===== config.mk =====
export PLATFORM = sky130hd
export DESIGN_NAME = hex_display_bank
export DESIGN_NICKNAME = d
export VERILOG_FILES = /design/src/rtl/hex_display_bank.sv
export SDC_FILE = /design/constraint.sdc
export NUM_CORES = 1
export LEC_CHECK = 0
export ABC_AREA = 0
export CAP_MARGIN = 30
export CORE_ASPECT_RATIO = 1.5
export CORE_MARGIN = 3
export CORE_UTILIZATION = 50
export CTS_CLUSTER_SIZE = 12
export DETAILED_ROUTE_END_ITERATION = 7
export PLACE_DENSITY_LB_ADDON = 0.15
export SYNTH_ARGS = -nofsm -noshare
export SYNTH_HDL_FRONTEND = slang
export SYNTH_SLANG_ARGS = --single-unit

===== constraint.sdc =====
create_clock -name clk -period 2.8 [get_ports clk]
set_input_delay 0.56 -clock clk [delete_from_list [all_inputs] [get_ports clk]]
set_output_delay 0.56 -clock clk [all_outputs]
set_load 0.005 [all_outputs]

===== src/rtl/hex_display_bank.sv =====
// hex_display_bank: bank of DIGITS seven-segment hex digits.
// A (value, lz_blank) shadow register is captured on load. The display register
// is re-decoded every cycle from that shadow, the live per-digit enables and
// the blink phase.
// Optional blink logic is built only when HEX_DISPLAY_BANK_BLINK_EN is defined.
// Without it, phase is tied low and blink_mask has no effect.

// Per-digit decode: hex nibble to active-low segments, with blank overrides.
module hex_display_lane (
  input  logic [3:0] nib,
  input  logic       lz_kill,
  input  logic       en,
  input  logic       blink_off,
  output logic [6:0] seg
);
  logic [6:0] hex_seg;

  // hex nibble -> segments (bit0=a .. bit6=g, active-low)
  always_comb begin
    hex_seg = 7'h7F;
    case (nib)
      4'h0: hex_seg = 7'h40;
      4'h1: hex_seg = 7'h79;
      4'h2: hex_seg = 7'h24;
      4'h3: hex_seg = 7'h30;
      4'h4: hex_seg = 7'h19;
      4'h5: hex_seg = 7'h12;
      4'h6: hex_seg = 7'h02;
      4'h7: hex_seg = 7'h78;
      4'h8: hex_seg = 7'h00;
      4'h9: hex_seg = 7'h10;
      4'hA: hex_seg = 7'h08;
      4'hB: hex_seg = 7'h03;
      4'hC: hex_seg = 7'h46;
      4'hD: hex_seg = 7'h21;
      4'hE: hex_seg = 7'h06;
      4'hF: hex_seg = 7'h0E;
      default: hex_seg = 7'h7F;
    endcase
  end

  // Any blanking reason wins over the decoded glyph.
  assign seg = (!en || lz_kill || blink_off) ? 7'h7F : hex_seg;
endmodule

module hex_display_bank #(
  parameter int DIGITS    = 8,
  parameter int BLINK_DIV = 25000000
) (
  input  logic                  clk,
  input  logic                  rst_n,
  input  logic [4*DIGITS-1:0]   value,
  input  logic                  load,
  input  logic                  lz_blank,
  input  logic [DIGITS-1:0]     digit_en,
  input  logic [DIGITS-1:0]     blink_mask,
  output logic [7*DIGITS-1:0]   display,
  output logic                  updated
);
  if (DIGITS < 1 || DIGITS > 8) begin : g_bad_digits
    $error("hex_display_bank: DIGITS must be 1..8");
  end
  if (BLINK_DIV < 1) begin : g_bad_div
    $error("hex_display_bank: BLINK_DIV must be >= 1");
  end

  logic [DIGITS-1:0][3:0] sh_val;
  logic                   sh_lz;
  logic [DIGITS-1:0][6:0] disp_q;
  logic [DIGITS-1:0][6:0] disp_d;
  logic [DIGITS:0]        hi_zero;
  logic [DIGITS-1:0]      lz_kill;
  logic [DIGITS-1:0]      blink_off;
  logic [2:1]             vld_pipe;
  logic                   phase;

  // shadow capture; held whenever load is low
  always_ff @(posedge clk or negedge rst_n) begin
    if (!rst_n) begin
      sh_val <= '0;
      sh_lz  <= 1'b0;
    end else if (load) begin
      sh_val <= value;
      sh_lz  <= lz_blank;
    end
  end

`ifdef HEX_DISPLAY_BANK_BLINK_EN
  localparam int CW = (BLINK_DIV > 1) ? $clog2(BLINK_DIV) : 1;
  logic [CW-1:0] bcnt;

  // free-running half-period counter; phase flips on each wrap
  always_ff @(posedge clk or negedge rst_n) begin
    if (!rst_n) begin
      bcnt  <= '0;
      phase <= 1'b0;
    end else if (bcnt == CW'(BLINK_DIV - 1)) begin
      bcnt  <= '0;
      phase <= ~phase;
    end else begin
      bcnt  <= bcnt + 1'b1;
    end
  end
`else
  assign phase = 1'b0;
`endif

  // hi_zero[k]: digits k and everything above them are all zero
  always_comb begin
    hi_zero[DIGITS] = 1'b1;
    for (int k = DIGITS - 1; k >= 0; k--)
      hi_zero[k] = hi_zero[k+1] & (sh_val[k] == 4'h0);
  end

  for (genvar k = 0; k < DIGITS; k++) begin : g_lane
    // digit 0 always shows something, even for an all-zero value
    if (k == 0) begin : g_lsd
      assign lz_kill[k] = 1'b0;
    end else begin : g_upper
      assign lz_kill[k] = sh_lz & hi_zero[k];
    end
    assign blink_off[k] = phase & blink_mask[k];

    hex_display_lane u_lane (
      .nib       (sh_val[k]),
      .lz_kill   (lz_kill[k]),
      .en        (digit_en[k]),
      .blink_off (blink_off[k]),
      .seg       (disp_d[k])
    );
  end

  // display re-decoded every cycle; updated tracks load two edges later
  always_ff @(posedge clk or negedge rst_n) begin
    if (!rst_n) begin
      disp_q   <= {DIGITS{7'h7F}};
      vld_pipe <= '0;
    end else begin
      disp_q      <= disp_d;
      vld_pipe[1] <= load;
      vld_pipe[2] <= vld_pipe[1];
    end
  end

  assign display = disp_q;
  assign updated = vld_pipe[2];
endmodule


==> results.sh <==
export IMPL_worstPathMaxFanout=1
export IMPL_cp_top_family="flip-flops"
export IMPL_max_cap_violations=0
export IMPL_via_per_inst=5.42
export IMPL_max_stage_delay_ns=0.53
export IMPL_dpl_hpwl_um=7610
export IMPL_cpMaxStageDelayCell="dfstp_2"
export IMPL_setup_viol=0
export IMPL_avgSynthCellArea_um2=10.4
export IMPL_io_buffers=100
export IMPL_syn_area_um2=4930
export IMPL_tns_ns=0
export IMPL_htreeDepth=3
export IMPL_first_iter_violations=152
export IMPL_max_slew_margin_pct=60.6
export IMPL_dr_pass1_iters=4
export IMPL_grt_pass1_wl_um=17100
export IMPL_path_cells="clkdlybuf4s50_1"
export IMPL_dp_cells=666
export IMPL_die_w_um=87.1
export IMPL_rsz0062_at_grt="false"
export IMPL_syn_num_nets=570
export IMPL_cts_buffer_depth=2
export IMPL_cts_sinks=91
export IMPL_powerDensity_nw_per_um2=564
export IMPL_ys_warn_count=0
export IMPL_irDropWorstVdd_mv=0.471
export IMPL_synthFlopType="dfstp_2"
export IMPL_postRouteAntennaNets=0
export IMPL_num_io_pins=109
export IMPL_synth_area_top_cells="dfstp_2, dfrtp_1, ha_1"
export IMPL_nets=659
export IMPL_fin_crit_sh_pct=68.9
export IMPL_syn_to_final_growth_pct=27.5
export IMPL_crit_required_ns=2.24
export IMPL_clk_pin_slew_ns=0.07
export IMPL_grt_pass1_vias=3685
export IMPL_crit_type="register to primary output"
export IMPL_ys_async_sr_fraction_pct=100
export IMPL_clk_latency_ns=0.34
export IMPL_ys_seq_area_share_pct=47.6
export IMPL_rows=43
export IMPL_p_leak_nw=2.63
export IMPL_cp_num_buf_inv=1
export IMPL_grt_max_degree=52
export IMPL_fmax_mhz=519
export IMPL_worstMarginPinSlew_ns=0.591
export IMPL_nFillCells=721
export IMPL_min_period_ns=1.93
export IMPL_hold_buffers=0
export IMPL_finalHoldViolCount=0
export IMPL_root_buffer="clkbuf_16"
export IMPL_netlist_instances=476
export IMPL_route_detailed_drc=0
export IMPL_place_congestion=0.840
export IMPL_fp_coreArea_um2=9420
export IMPL_final_cell_count_no_fill=682
export IMPL_post_cts_buffers=0
export IMPL_dr_total_vias=3695
export IMPL_startpoint_type="register"
export IMPL_synth_top_area_share_pct=29.8
export IMPL_postRouteWirelength_um=10200
export IMPL_status="finished clean"
export IMPL_cp_end_kind="primary output"
export IMPL_diodes=0
export IMPL_ys_types=44
export IMPL_overflow=0
export IMPL_layout_drive_gt1_share_pct=20.0
export IMPL_min_path_type="primary input to async pin"
export IMPL_synth_edff_count=0
export IMPL_initial_core_util_pct=52.4
export IMPL_synth_seq_cells=91
export IMPL_die_y_um=128
export IMPL_cts_buffers=9
export IMPL_die_area_um2=11100
export IMPL_drv_slew=0
export IMPL_antenna_found_initial=0
export IMPL_yosysTopAreaCell="dfstp_2"
export IMPL_gr_usage_all_layers_pct=19.2
export IMPL_cp_arrival_ns=1.37
export IMPL_finalClockSkew_ns=0.00842
export IMPL_cts_tree="done"
export IMPL_routedWlPerCell_um=14.9
export IMPL_cts_resized_gates=0
-- Yosys cell counts, types with 2 or more instances --
cell type,n
a21boi_0,4
a21oi_1,9
a22oi_1,3
a32oi_1,3
and2_1,2
buf_2,8
clkbuf_1,15
dfrtp_1,35
dfstp_2,56
ha_1,42
inv_1,25
mux2_2,15
mux2i_1,6
nand2_1,61
nand2b_1,13
nand3_1,27
nand3_4,2
nand3b_1,5
nand4_1,2
nor2_1,20
nor2b_1,9
nor2b_2,2
nor3b_1,3
o211ai_1,20
o211ai_2,7
o21a_1,4
o21ai_0,49
o311ai_0,11
or2_2,3
-- routing by layer --
layer	share of wire, %	GRT usage, %
met5	0	0
met4	1.8	6.78
met3	5.0	4.39
met2	53	34.5
met1	40	21.9
-- cell families after synthesis --
kind of cell,after synthesis,synth area share [%]
AO/OA/AOI/OAI,114,15.6
adder cells (fa/ha/maj),42,10.7
buffers and inverters,49,4.08
flip-flops,91,47.6
multiplexers,22,5.10
AND/OR/NAND/NOR,158,17.0
-- state kept, by name, indices dropped and copies added (netlist names) --
signal    cells
sh_lz         1
vld_pipe      2
sh_val       32
display      56
-- layout make-up --
type	instances	area, um2	share of cell area (%)
clock buffers	11	253	4.02
clock inverters	5	36.3	0.577
inverters	25	93.8	1.49
multi-input cells	336	2380	37.9
flip-flops and latches	91	2350	37.3
well taps	112	140	2.23
repair buffers	102	1030	16.4
-- worst paths after layout --
kind | to | depth (start not counted) | start | slack (ns)
min | sh_val[3] | 1 | rst_n | 0.20
min in group clk | vld_pipe[2] | 0 | vld_pipe[1] | 0.35
max | display[39] | 1 | display[39] | 0.87
min reg2reg | vld_pipe[2] | 0 | vld_pipe[1] | 0.35
max reg2reg | display[11] | 6 | sh_val[8] | 0.90
max in group asynchronous | display[32] | 2 | rst_n | 1.90
-- placed cells by master, fill, tap and decap left out, types with 6 or more instances in the layout --
master	instances
clkdlybuf4s50_1	98
nand2_1	61
dfstp_2	56
o21ai_0	49
ha_1	42
dfrtp_1	35
nand3_1	27
inv_1	25
o211ai_1	20
nor2_1	20
mux2_2	15
nand2b_1	13
o311ai_0	11
nor2b_1	9
a21oi_1	9
clkbuf_16	9
o211ai_2	7
mux2i_1	6
-- per-stage QoR --
| stage | power, mW | utilization, % | setup slack [ns] | instance area [um2] | hold WS, ns |
|---|---|---|---|---|---|
| floorplan | 2.04 | - | 1.21 | 4930 | 0.264 |
| global placement | 2.39 | 63.7 | 0.973 | 6000 | 0.336 |
| detailed placement | 2.42 | 63.7 | 0.899 | 6000 | 0.345 |
| finish | 3.55 | 66.8 | 0.872 | 6290 | 0.200 |
| global route | 3.74 | 66.8 | 0.759 | 6290 | 0.223 |
| CTS | 3.59 | 66.8 | 0.858 | 6290 | 0.216 |
-- worst reg2reg max path: cells and delay by family, from the launching register on --
| kind | cells | cell delay (ns) |
|---|---|---|
| adder cells (fa/ha/maj) | 1 | 0.22 |
| buffers and inverters | 1 | 0.16 |
| flip-flops | 1 | 0.43 |
| AND/OR/NAND/NOR | 4 | 1.03 |
-- where the power goes --
part	switching (mW)	leakage (nW)	total [mW]	internal [mW]
combinational	0.318	1.48	0.731	0.414
sequential	0.143	1.01	1.66	1.52
clock	0.503	0.142	1.16	0.652
(Power assumes the default switching activity.)
